===== src/rtl/uart_transceiver.sv =====
// -----------------------------------------------------------------------------
// uart_transceiver
//
// Full-duplex 8N1 UART with a fixed baud divider derived from parameters.
// The receive and transmit halves are completely independent, so loopback
// of tx into rx works.
//
// Parameters
//   INPUT_CLOCK   clk frequency in Hz
//   BAUD_RATE     line rate in bit/s
//   CLKS_PER_BIT  = INPUT_CLOCK / BAUD_RATE (truncated), must be >= 4
//
// Ports
//   clk           system clock, rising edge
//   rst_n         asynchronous active-low reset
//   rx            serial input, idle high, asynchronous to clk
//   rx_data[7:0]  last correctly framed received byte (holds between frames)
//   rx_valid      one-cycle pulse when rx_data is updated
//   tx_start      request to send tx_data, only acted on while tx_busy = 0
//   tx_data[7:0]  byte captured on an accepted tx_start
//   tx_busy       high while a transmit frame is in progress
//   tx            registered serial output, idle high
//   rx_state_dbg  current RX FSM state (0 idle, 1 start, 2 data, 3 stop)
//   tx_state_dbg  current TX FSM state (same encoding)
//
// Handshake: tx_start is a request, tx_busy = 0 is the ready. A frame
// starts on every rising edge where tx_start = 1 and tx_busy = 0; requests
// while busy are dropped, not queued. rx_valid is a strobe with no
// back-pressure: the consumer must take rx_data in the cycle it is high.
// -----------------------------------------------------------------------------
module uart_transceiver #(
    parameter int INPUT_CLOCK = 27000000,
    parameter int BAUD_RATE   = 9600
) (
    input  logic       clk,
    input  logic       rst_n,
    input  logic       rx,
    output logic [7:0] rx_data,
    output logic       rx_valid,
    input  logic       tx_start,
    input  logic [7:0] tx_data,
    output logic       tx_busy,
    output logic       tx,
    output logic [1:0] rx_state_dbg,
    output logic [1:0] tx_state_dbg
);

    localparam int CLKS_PER_BIT = INPUT_CLOCK / BAUD_RATE;
    localparam int CNT_W        = $clog2(CLKS_PER_BIT);

    // Last count of a full bit period and of a half bit period.
    localparam logic [CNT_W-1:0] CNT_LAST  = CNT_W'(CLKS_PER_BIT - 1);
    localparam logic [CNT_W-1:0] HALF_LAST = CNT_W'(CLKS_PER_BIT / 2 - 1);

    typedef enum logic [1:0] {
        ST_IDLE  = 2'd0,
        ST_START = 2'd1,
        ST_DATA  = 2'd2,
        ST_STOP  = 2'd3
    } state_e;

    // =========================================================================
    // Receive path
    // =========================================================================

    // Two-flop synchronizer; resets to the idle line level so that reset
    // release never looks like a start bit.
    logic rx_meta_q;
    logic rx_sync_q;

    always_ff @(posedge clk or negedge rst_n) begin
        if (!rst_n) begin
            rx_meta_q <= 1'b1;
            rx_sync_q <= 1'b1;
        end else begin
            rx_meta_q <= rx;
            rx_sync_q <= rx_meta_q;
        end
    end

    state_e           rx_state_q, rx_state_d;
    logic [CNT_W-1:0] rx_cnt_q,   rx_cnt_d;
    logic [2:0]       rx_bit_q,   rx_bit_d;
    logic [7:0]       rx_shift_q, rx_shift_d;
    logic [7:0]       rx_data_q,  rx_data_d;
    logic             rx_valid_q, rx_valid_d;

    always_ff @(posedge clk or negedge rst_n) begin
        if (!rst_n) begin
            rx_state_q <= ST_IDLE;
            rx_cnt_q   <= '0;
            rx_bit_q   <= '0;
            rx_shift_q <= '0;
            rx_data_q  <= '0;
            rx_valid_q <= 1'b0;
        end else begin
            rx_state_q <= rx_state_d;
            rx_cnt_q   <= rx_cnt_d;
            rx_bit_q   <= rx_bit_d;
            rx_shift_q <= rx_shift_d;
            rx_data_q  <= rx_data_d;
            rx_valid_q <= rx_valid_d;
        end
    end

    always_comb begin
        rx_state_d = rx_state_q;
        rx_cnt_d   = rx_cnt_q;
        rx_bit_d   = rx_bit_q;
        rx_shift_d = rx_shift_q;
        rx_data_d  = rx_data_q;
        rx_valid_d = 1'b0;

        unique case (rx_state_q)
            ST_IDLE: begin
                rx_cnt_d = '0;
                rx_bit_d = '0;
                if (!rx_sync_q) begin
                    rx_state_d = ST_START;
                end
            end

            // Wait half a bit, then confirm the line is still low. A high
            // line here means the falling edge was a glitch.
            ST_START: begin
                if (rx_cnt_q == HALF_LAST) begin
                    rx_cnt_d = '0;
                    rx_bit_d = '0;
                    if (rx_sync_q) begin
                        rx_state_d = ST_IDLE;
                    end else begin
                        rx_state_d = ST_DATA;
                    end
                end else begin
                    rx_cnt_d = rx_cnt_q + 1'b1;
                end
            end

            // From the start-bit centre, every full bit period lands on the
            // next bit centre. Bits arrive LSB first, so shift in from the top.
            ST_DATA: begin
                if (rx_cnt_q == CNT_LAST) begin
                    rx_cnt_d   = '0;
                    rx_shift_d = {rx_sync_q, rx_shift_q[7:1]};
                    if (rx_bit_q == 3'd7) begin
                        rx_state_d = ST_STOP;
                    end else begin
                        rx_bit_d = rx_bit_q + 1'b1;
                    end
                end else begin
                    rx_cnt_d = rx_cnt_q + 1'b1;
                end
            end

            // Return to idle straight after the stop-bit centre so that a
            // start bit following immediately can still be caught. A low
            // stop bit is a framing error: the byte is dropped silently.
            ST_STOP: begin
                if (rx_cnt_q == CNT_LAST) begin
                    rx_cnt_d   = '0;
                    rx_state_d = ST_IDLE;
                    if (rx_sync_q) begin
                        rx_data_d  = rx_shift_q;
                        rx_valid_d = 1'b1;
                    end
                end else begin
                    rx_cnt_d = rx_cnt_q + 1'b1;
                end
            end

            default: begin
                rx_state_d = ST_IDLE;
                rx_cnt_d   = '0;
            end
        endcase
    end

    assign rx_data      = rx_data_q;
    assign rx_valid     = rx_valid_q;
    assign rx_state_dbg = rx_state_q;

    // =========================================================================
    // Transmit path
    // =========================================================================

    state_e           tx_state_q, tx_state_d;
    logic [CNT_W-1:0] tx_cnt_q,   tx_cnt_d;
    logic [2:0]       tx_bit_q,   tx_bit_d;
    logic [7:0]       tx_shift_q, tx_shift_d;
    logic             tx_q,       tx_d;
    logic             tx_busy_q,  tx_busy_d;

    always_ff @(posedge clk or negedge rst_n) begin
        if (!rst_n) begin
            tx_state_q <= ST_IDLE;
            tx_cnt_q   <= '0;
            tx_bit_q   <= '0;
            tx_shift_q <= '0;
            tx_q       <= 1'b1;
            tx_busy_q  <= 1'b0;
        end else begin
            tx_state_q <= tx_state_d;
            tx_cnt_q   <= tx_cnt_d;
            tx_bit_q   <= tx_bit_d;
            tx_shift_q <= tx_shift_d;
            tx_q       <= tx_d;
            tx_busy_q  <= tx_busy_d;
        end
    end

    // The line value for each bit is set on the same edge the FSM enters
    // that bit, so tx is a plain flop output with no decode glitches.
    always_comb begin
        tx_state_d = tx_state_q;
        tx_cnt_d   = tx_cnt_q;
        tx_bit_d   = tx_bit_q;
        tx_shift_d = tx_shift_q;
        tx_d       = tx_q;
        tx_busy_d  = tx_busy_q;

        unique case (tx_state_q)
            ST_IDLE: begin
                tx_cnt_d  = '0;
                tx_bit_d  = '0;
                tx_d      = 1'b1;
                tx_busy_d = 1'b0;
                if (tx_start) begin
                    tx_shift_d = tx_data;
                    tx_d       = 1'b0;
                    tx_busy_d  = 1'b1;
                    tx_state_d = ST_START;
                end
            end

            ST_START: begin
                if (tx_cnt_q == CNT_LAST) begin
                    tx_cnt_d   = '0;
                    tx_bit_d   = '0;
                    tx_d       = tx_shift_q[0];
                    tx_state_d = ST_DATA;
                end else begin
                    tx_cnt_d = tx_cnt_q + 1'b1;
                end
            end

            // tx_shift_q[0] is always the bit currently on the line.
            ST_DATA: begin
                if (tx_cnt_q == CNT_LAST) begin
                    tx_cnt_d = '0;
                    if (tx_bit_q == 3'd7) begin
                        tx_d       = 1'b1;
                        tx_state_d = ST_STOP;
                    end else begin
                        tx_bit_d   = tx_bit_q + 1'b1;
                        tx_shift_d = {1'b0, tx_shift_q[7:1]};
                        tx_d       = tx_shift_q[1];
                    end
                end else begin
                    tx_cnt_d = tx_cnt_q + 1'b1;
                end
            end

            ST_STOP: begin
                if (tx_cnt_q == CNT_LAST) begin
                    tx_cnt_d   = '0;
                    tx_busy_d  = 1'b0;
                    tx_state_d = ST_IDLE;
                end else begin
                    tx_cnt_d = tx_cnt_q + 1'b1;
                end
            end

            default: begin
                tx_state_d = ST_IDLE;
                tx_d       = 1'b1;
                tx_busy_d  = 1'b0;
            end
        endcase
    end

    assign tx           = tx_q;
    assign tx_busy      = tx_busy_q;
    assign tx_state_dbg = tx_state_q;

endmodule


===== config.mk =====
export PLATFORM = sky130hd
export DESIGN_NAME = uart_transceiver
export DESIGN_NICKNAME = d
export VERILOG_FILES = /design/src/rtl/uart_transceiver.sv
export SDC_FILE = /design/constraint.sdc
export NUM_CORES = 1
export LEC_CHECK = 0
export BUFFER_PORTS_ARGS = -buffer_cell sky130_fd_sc_hd__buf_2
export CORE_AREA = 3 3 90 114
export DETAILED_ROUTE_END_ITERATION = 8
export DIE_AREA = 0 0 93 117
export SYNTH_ARGS = -nofsm -noshare
export SYNTH_HDL_FRONTEND = slang
export SYNTH_SLANG_ARGS = --single-unit

===== constraint.sdc =====
create_clock -name clk -period 2.08 [get_ports clk]
set_input_delay 0.104 -clock clk [delete_from_list [all_inputs] [get_ports clk]]
set_output_delay 0.104 -clock clk [all_outputs]
set_load 0.05 [all_outputs]

* Yosys cells after proc, flatten, opt, wreduce, memory -nomap -nowiden
Cells that the tools add are included.
** Word-level totals
- Bits in registers :: 63
- Bits of input ports :: 12
- Output and inout bits :: 15
- Word-level logic and storage cells :: 99
** Operators by class
- $add $sub $neg :: 4
- Equality and inequality tests :: 23
- Mux-type cells :: 41
- Reductions and logical operators :: 17
** Operators by type and width (number)
- $mux 12 :: 3
- $pmux 12 s3 :: 1
- $add 12x1->12 const B :: 2
- $eq 12x12->1 const B :: 2
- $mux 8 :: 3
- $ne 2x2->1 const B :: 12
- $pmux 12 s2 :: 1
- $mux 2 :: 11
- $mux 3 :: 6
- $pmux 3 s3 :: 2
- $pmux 2 s4 :: 2
- $pmux 8 s2 :: 1
- $eq 12x11->1 const B :: 1
- $reduce_and 4->1 :: 3
- $reduce_and 5->1 :: 2
- $mux 1 :: 9
- $eq 2x2->1 const B :: 4
- $add 3x1->3 const B :: 2
- $eq 3x3->1 const B :: 2
- $reduce_and 3->1 :: 2
- $reduce_bool 3->1 :: 2
- $eq 2x1->1 const B :: 2
- $logic_not 2->1 :: 2
- $reduce_and 2->1 :: 2
- other kinds (5) :: 6

* Longest topological paths before layout
Gate-level depths: netlist of the first run.
- Word-level depth :: 4
- Gate-level depth with buffers :: 7
- Mapped depth without buffers :: 6

* Worst setup path before layout of the first run
No wires, ideal clock.
- Path kind :: register to register
- Start :: register tx_state_q[0], in the netlist tx_state_dbg[0]
- End :: register tx_shift_q[0]
- Setup time :: 0.125 ns
- Arrival time :: 2.104 ns
- Data required time :: 1.955 ns
- Setup slack :: -0.149 ns
- Stages on the path, launching flop included :: 7
- Path buffers :: 2
- Period minus slack after synthesis :: 2.229 ns
- Cells stage by stage :: dfrtp_1 -> inv_1 -> ha_1 -> clkbuf_1 -> clkbuf_1 -> mux2_2 -> mux2_2
** Between the ends
- Cells in the longest elaborated chain, start to end :: 3
- Elaborated cells on any way between the ends :: 8
- Those cells by class :: eq/ne: 4; mux: 1; reduce/logical: 3
** Ends and longest elaborated chain
- start: declaration :: line 186 : state_e tx_state_q, tx_state_d;
- start signal: assignment :: line 202 : tx_state_q <= tx_state_d;
- $eq 2x2->1 or $logic_not 2->1 (tied branches) :: line 221 : unique case (tx_state_q)
- $ne 2x2->1 (no source line) or $reduce_bool 2->1 (tied branches)
- $reduce_and 4->1 (no source line)
- end signal: assignment :: line 205 : tx_shift_q <= tx_shift_d;
- end: declaration :: line 189 : logic [7:0] tx_shift_q, tx_shift_d;
Several ways; a longest one is shown, not always the timed one.
A chain may end at the register's enable or synchronous reset.

* Final worst setup path of the first run
- Start :: register tx_cnt_q[8]
- End :: register tx_shift_q[0]
** Between the ends
- Cells in the longest elaborated chain, start to end :: 3
** Ends and longest elaborated chain
- start: declaration :: line 187 : logic [CNT_W-1:0] tx_cnt_q, tx_cnt_d;
- start signal: assignment :: line 203 : tx_cnt_q <= tx_cnt_d;
- $eq 12x12->1 :: line 248 : if (tx_cnt_q == CNT_LAST) begin
- $ne 2x2->1 (no source line)
- $reduce_and 4->1 (no source line)
Every way passes these cells.

==> results of run 1 <==
==> stage by stage <==
step                std cells  TNS [ns]  utilization, %  cell area [um2]  hold WS, ns
floorplan                 258         0               -             3030       -0.192
global placement          412         0            37.0             3390       0.0810
detailed placement        412         0            37.0             3390       0.0833
CTS                       430         0            40.8             3740       0.0833
global route              430   -0.0605            40.8             3750       0.0897
finish                    430         0            40.8             3750       0.0856
==> state kept, by name (all words and copies together), names as in the netlist, 2 cells and up, named ones only <==
signal,flops
rx_cnt_q,12
tx_cnt_q,12
rx_data,8
rx_shift_q,8
tx_shift_q,8
rx_bit_q,3
tx_bit_q,3
tx_state_dbg,2
==> layout make-up <==
class	count	area, um2
tap	123	154
multi-input combinational	180	1400
clock inverter	7	105
fill	928	5430
inverter	8	30.0
timing repair buffer	40	253
sequential	63	1580
clock buffer	9	225
==> how the worst max path moves through the flow <==
stage | slack [ns] | start | cells after the start | end
CTS | 0.05 | tx_cnt_q[8] | 4 | tx_shift_q[0]
global placement | 0.13 | tx_cnt_q[8] | 4 | tx_shift_q[5]
finish | 0.05 | tx_cnt_q[8] | 4 | tx_shift_q[0]
detailed placement | 0.09 | tx_cnt_q[8] | 4 | tx_shift_q[2]
global route | -0.02 | tx_cnt_q[8] | 4 | tx_shift_q[6]
floorplan | 0.06 | tx_state_dbg[0] | 6 | tx_state_dbg[1]
==> power breakdown <==
| group | total, mW | switching, mW | internal, mW | leakage (nW) |
|---|---|---|---|---|
| combinational | 0.0495 | 0.0298 | 0.0197 | 0.783 |
| sequential | 1.23 | 0.00164 | 1.23 | 0.830 |
| clock | 1.63 | 0.566 | 1.06 | 0.158 |
| total | 2.91 | 0.598 | 2.31 | 1.77 |
==> worst max-delay path: stages, from the launching register on <==
cell      delay, ns
dfrtp_1        0.43
or4b_4         0.60
o41ai_4        0.40
nand3b_4       0.18
mux2_2         0.30
==> cell families after synthesis <==
| group | Yosys count | share of synthesized area (%) |
|---|---|---|
| fa+ha+maj | 11 | 4.54 |
| compound gates | 16 | 4.71 |
| flops | 63 | 52.1 |
| xor+xnor | 21 | 6.07 |
| simple gates | 95 | 17.0 |
| mux | 37 | 13.6 |
| buf+inv | 15 | 1.90 |
==> placed cells by master (no fill, tap or decap), types with 2 or more instances in the layout <==
cell,netlist,final
nand4b_1,2,2
o211ai_1,2,2
o21ai_0,2,2
mux2_2,34,34
nor2b_1,2,2
mux2i_1,3,3
and4_1,3,3
clkinv_4,0,2
xor2_1,11,11
inv_1,8,8
buf_4,0,11
dfrtp_1,60,60
nand3_1,15,15
dfstp_2,3,3
nand2_1,10,10
dlygate4sd3_1,0,2
bufinv_16,0,2
clkbuf_16,0,9
or2_2,2,2
ha_1,11,11
nand4_1,7,7
nor3_1,8,8
buf_2,1,26
nand2b_1,2,2
nor2_1,30,30
a22o_1,4,4
nor4_1,3,2
xnor2_1,10,10
==> timing repair <==
action                     in CTS  in global routing
gates resized for setup         0                  1
hold buffers                    2                  0
hold endpoints to repair       17                  0
setup endpoints to repair       0                  7
==> per-layer routing <==
layer,share of wire (%),GRT usage (%),routed length [um]
met3,3.2,3.13,177
met1,44,12.8,2480
met4,1.9,5.28,107
met2,51,19.5,2850
met5,0,0,0
==> metrics, run 1 <==
Gate Count Post-Synth=258; synthesized flop and latch total=63; min cycle time layout=roughly 2.0 ns; HP Class=primary input to register; initial antenna violation count=0; full die area=10,900 um2; IO Port Bufs=26; Worst Path Arrival=approximately 2.2 ns; Congestion Overflow GR=0; fraction of registers with async set/reset=100%; Synth cell types=43; Leakage=1.77 nW; vias per cell=4.74; Post-synth EDFFs=0; RSZ-0062 raised after global routing=true; GR Util All Layers=between 10% and 20%; WHS Endpoint=tx_shift_q[7]; Ant. Diodes=0; top-area cell type share of the netlist area=between 40% and 50%; Placer Congestion=0.794; Reg clk slew, reported paths=0.06 ns; Starting Density=33.0%; max-slew violation count=0; DRT Pass-1 Iters=4; cell area after synthesis=3030 um2; post-synthesis sequential area ratio=52.1%; # IOs=27; Residual DRC=0; area grow syn2layout=23.6%; top_reg_cell synth=dfrtp_1; Max Clock Freq=493 MHz; most common cell in the netlist=dfrtp_1; TritonCTS clock tree=yes; crit-path max FO=8; Max-slew headroom=approximately 55%; DRT iter0 DRCs=46; overall power=around 2.9 mW; Setup Viol. Count Final=0; synth cell count leaders=dfrtp_1, mux2_2, nor2_1, nand3_1; Worst-Margin Slew=0.671 ns; Max H-tree Level=3; Post-Synthesis Mean Instance Area=between 10 and 15 um2; pre-CTS setup slack=0.0872 ns; Die H=117 um; WL per Instance=13.0 um; final hold viol count=0; TritonCTS buffer count=9; Die X=approximately 93 um; Worst Clk Skew=0.00617 ns; status=completed; largest net degree at the start of global routing=47; vias after detailed routing=2,038; worst setup margin=about 0.053 ns; Routed WL=5610 um; reg2reg end=tx_shift_q[0]; core area=9170 um2; share of cells above drive strength 1=32.2%; Worst Path Required=around 2.3 ns; Post-CTS Setup Bufs=0; r2r setup slk=~0.053 ns; CTS Sinks=between 60 and 70; Hold Path Depth=2; Setup crit end kind=register; reg2reg path depth=4; Setup CP Type=register to register; Max-Cap Viols=0; Detail Route Antenna Nets=0; Worst Hold Launch=tx_start; CP Launch Type=register; Post-Syn Nets=about 280; top cell type by total area after synthesis=dfrtp_1; row count=39; P per Cell Area=777 nW/um2; vias in the first global route=2,122; worst skew pair latency=~0.33 ns; maximum VDD drop=0.539 mV; top cells by area, synth=dfrtp_1, mux2_2, ha_1; Ys Warns=0; root buf cell=clkbuf_16; first-pass GRT wire length=9660 um; Clock Tree Buf Depth=2; RR Startpoint=tx_cnt_q[8]; Total Nets Final=~330; post-DP HPWL=3900 um; crit share post-route=97.4%
Note: power is estimated with default switching activity, not from simulation.
==> run 2: changes to the inputs <==
--- a/config.mk
+++ b/config.mk
@@ -9,6 +9,7 @@
 export CORE_AREA = 3 3 90 114
 export DETAILED_ROUTE_END_ITERATION = 8
 export DIE_AREA = 0 0 93 117
+export REMOVE_ABC_BUFFERS = 1
 export SYNTH_ARGS = -nofsm -noshare
 export SYNTH_HDL_FRONTEND = slang
 export SYNTH_SLANG_ARGS = --single-unit
==> run 2 against run 1 <==
Total power fell by 5.1%. Count of clock-buffer cells in the layout stayed put. Critical endpoint is now tx_shift_q[2]. First-iteration DRC count up 35%. Utilization down 0.37 points. Routed wire length down 0.41%. Sequential cell count unchanged. Critical path type unchanged.
==> metrics, run 2 (same netlist as run 1, synthesis figures left out) <==
status=completed; # IOs=27; root buf cell=clkbuf_16; placed cells=411; Detail Route Antenna Nets=0; met3 usage in global routing=2.81%; vias after detailed routing=2,048; crit share post-route=95.5%; Max-Cap Viols=0; Setup CP Type=register to register; Routed WL=5590 um; Residual DRC=0; max-slew violation count=0; Leakage=1.75 nW; WL per Instance=between 10 and 15 um; post-DP HPWL=3860 um; met1 global-route usage=a little over an eighth; Clock Tree Buf Depth=2; Total Nets Final=324; most common cell after layout, fill and taps aside=dfrtp_1; commonest non-fill, non-tap cells in the layout=dfrtp_1, mux2_2, nor2_1, buf_2, nand3_1; maximum VDD drop=0.511 mV; RSZ-0062 raised after global routing=false; first-pass GRT wire length=slightly below 10,000 um; Congestion Overflow GR=0; Setup Viol. Count Final=0; Setup crit end kind=register; M2 GR Usage=19.1%; Largest regs=rx_cnt_q x12, tx_cnt_q x12; global route hottest layer=met2; Placer Congestion=0.792; DRT iter0 DRCs=62; core area=9170 um2; IO Port Bufs=26; Reg clk slew, reported paths=0.05 ns; final core utilization=40.5%; Worst Path Arrival=approximately 2.2 ns; GR Util All Layers=11.3%; min cycle time layout=1.99 ns; HP Class=primary input to register; hold_ws=0.0927 ns; Ant. Diodes=0; Post-CTS Setup Bufs=0; CTS Sinks=63; Die H=117 um; largest net degree at the start of global routing=64; Worst Clk Skew=0.00521 ns; Worst-Margin Slew=between 0.6 and 0.7 ns; full die area=10,900 um2; Max Clock Freq=between 500 and 600 MHz; vias in the first global route=2,123; Max H-tree Level=3; cts repair resizes=0; final hold viol count=0; TritonCTS clock tree=yes; Final Non-Filler Cells=between 400 and 500; area grow syn2layout=22.5%; TritonCTS buffer count=9; row count=39; P per Cell Area=~740 nW/um2; CP Launch Type=register; worst skew pair latency=0.33 ns; Die X=93 um; share of cells above drive strength 1=a little under a third; Worst Path Required=roughly 2.3 ns; DRT Pass-1 Iters=4; vias per cell=between 4 and 5; Starting Density=approximately a third; crit-path max FO=8; Max-slew headroom=approximately 55%; initial antenna violation count=0
==> run 2: cell types whose count changed in the layout (fill, tap and decap cells not counted), sizes merged <==
| cell | before | now |
|---|---|---|
| clkinv | 2 | 3 |
| buf | 38 | 37 |
| inv | 10 | 9 |
| clkinvlp | 1 | 2 |
| bufinv | 2 | 1 |
==> run 2: critical path, stage by stage, from the launching register on <==
cell and delay (ns):
dfrtp_1 0.43, or4b_4 0.59, o41ai_4 0.37, nand3b_4 0.18, mux2_2 0.30
==> run 2: worst paths after layout <==
check	slack (ns)	endpoint	startpoint	depth (start not counted)
min	0.09	tx_shift_q[7]	tx_start	2
min reg2reg	0.35	rx_sync_q	rx_meta_q	0
max	0.09	tx_shift_q[2]	tx_cnt_q[8]	4
max reg2reg	0.09	tx_shift_q[2]	tx_cnt_q[8]	4
max in group asynchronous	1.43	rx_meta_q	rst_n	3
min in group asynchronous	0.31	tx_cnt_q[7]	rst_n	3
==> run 2: layout make-up <==
cell class,instances,area (um2)
fillers,920,5460
flip-flops and latches,63,1580
multi-input cells,180,1390
repair buffers,39,258
clock buffers,9,225
well taps,123,154
clock inverters,7,72.6
inverters,8,30.0
==> run 2: what timing repair did <==
item                                    in CTS  in global routing
endpoints found under the setup margin       0                  0
endpoints found under the hold margin       61                  0
hold buffers                                 2                  0
==> run 2: where the power goes <==
part	internal, mW	switching, mW	leakage [nW]
registers	1.23	0.00152	0.830
clock network	0.928	0.554	0.142
logic	0.0199	0.0299	0.780
==> run 2: per-stage QoR <==
stage	setup WS, ns	area (um2)	TNS (ns)	total power, mW
after global placement	0.125	3400	0	1.30
after CTS	0.0845	3710	0	2.81
after floorplan	-0.0165	3000	-0.0165	1.26
after detailed placement	0.0868	3400	0	1.30
final	0.0927	3710	0	2.76
after global routing	0.0287	3710	0	2.88
==> run 2: metal layers <==
metal / wire length, um / share of wire [%]
met2: 2710 / 49
met1: 2570 / 46
met3: 188 / 3.4
met5: 0 / 0
met4: 114 / 2.0
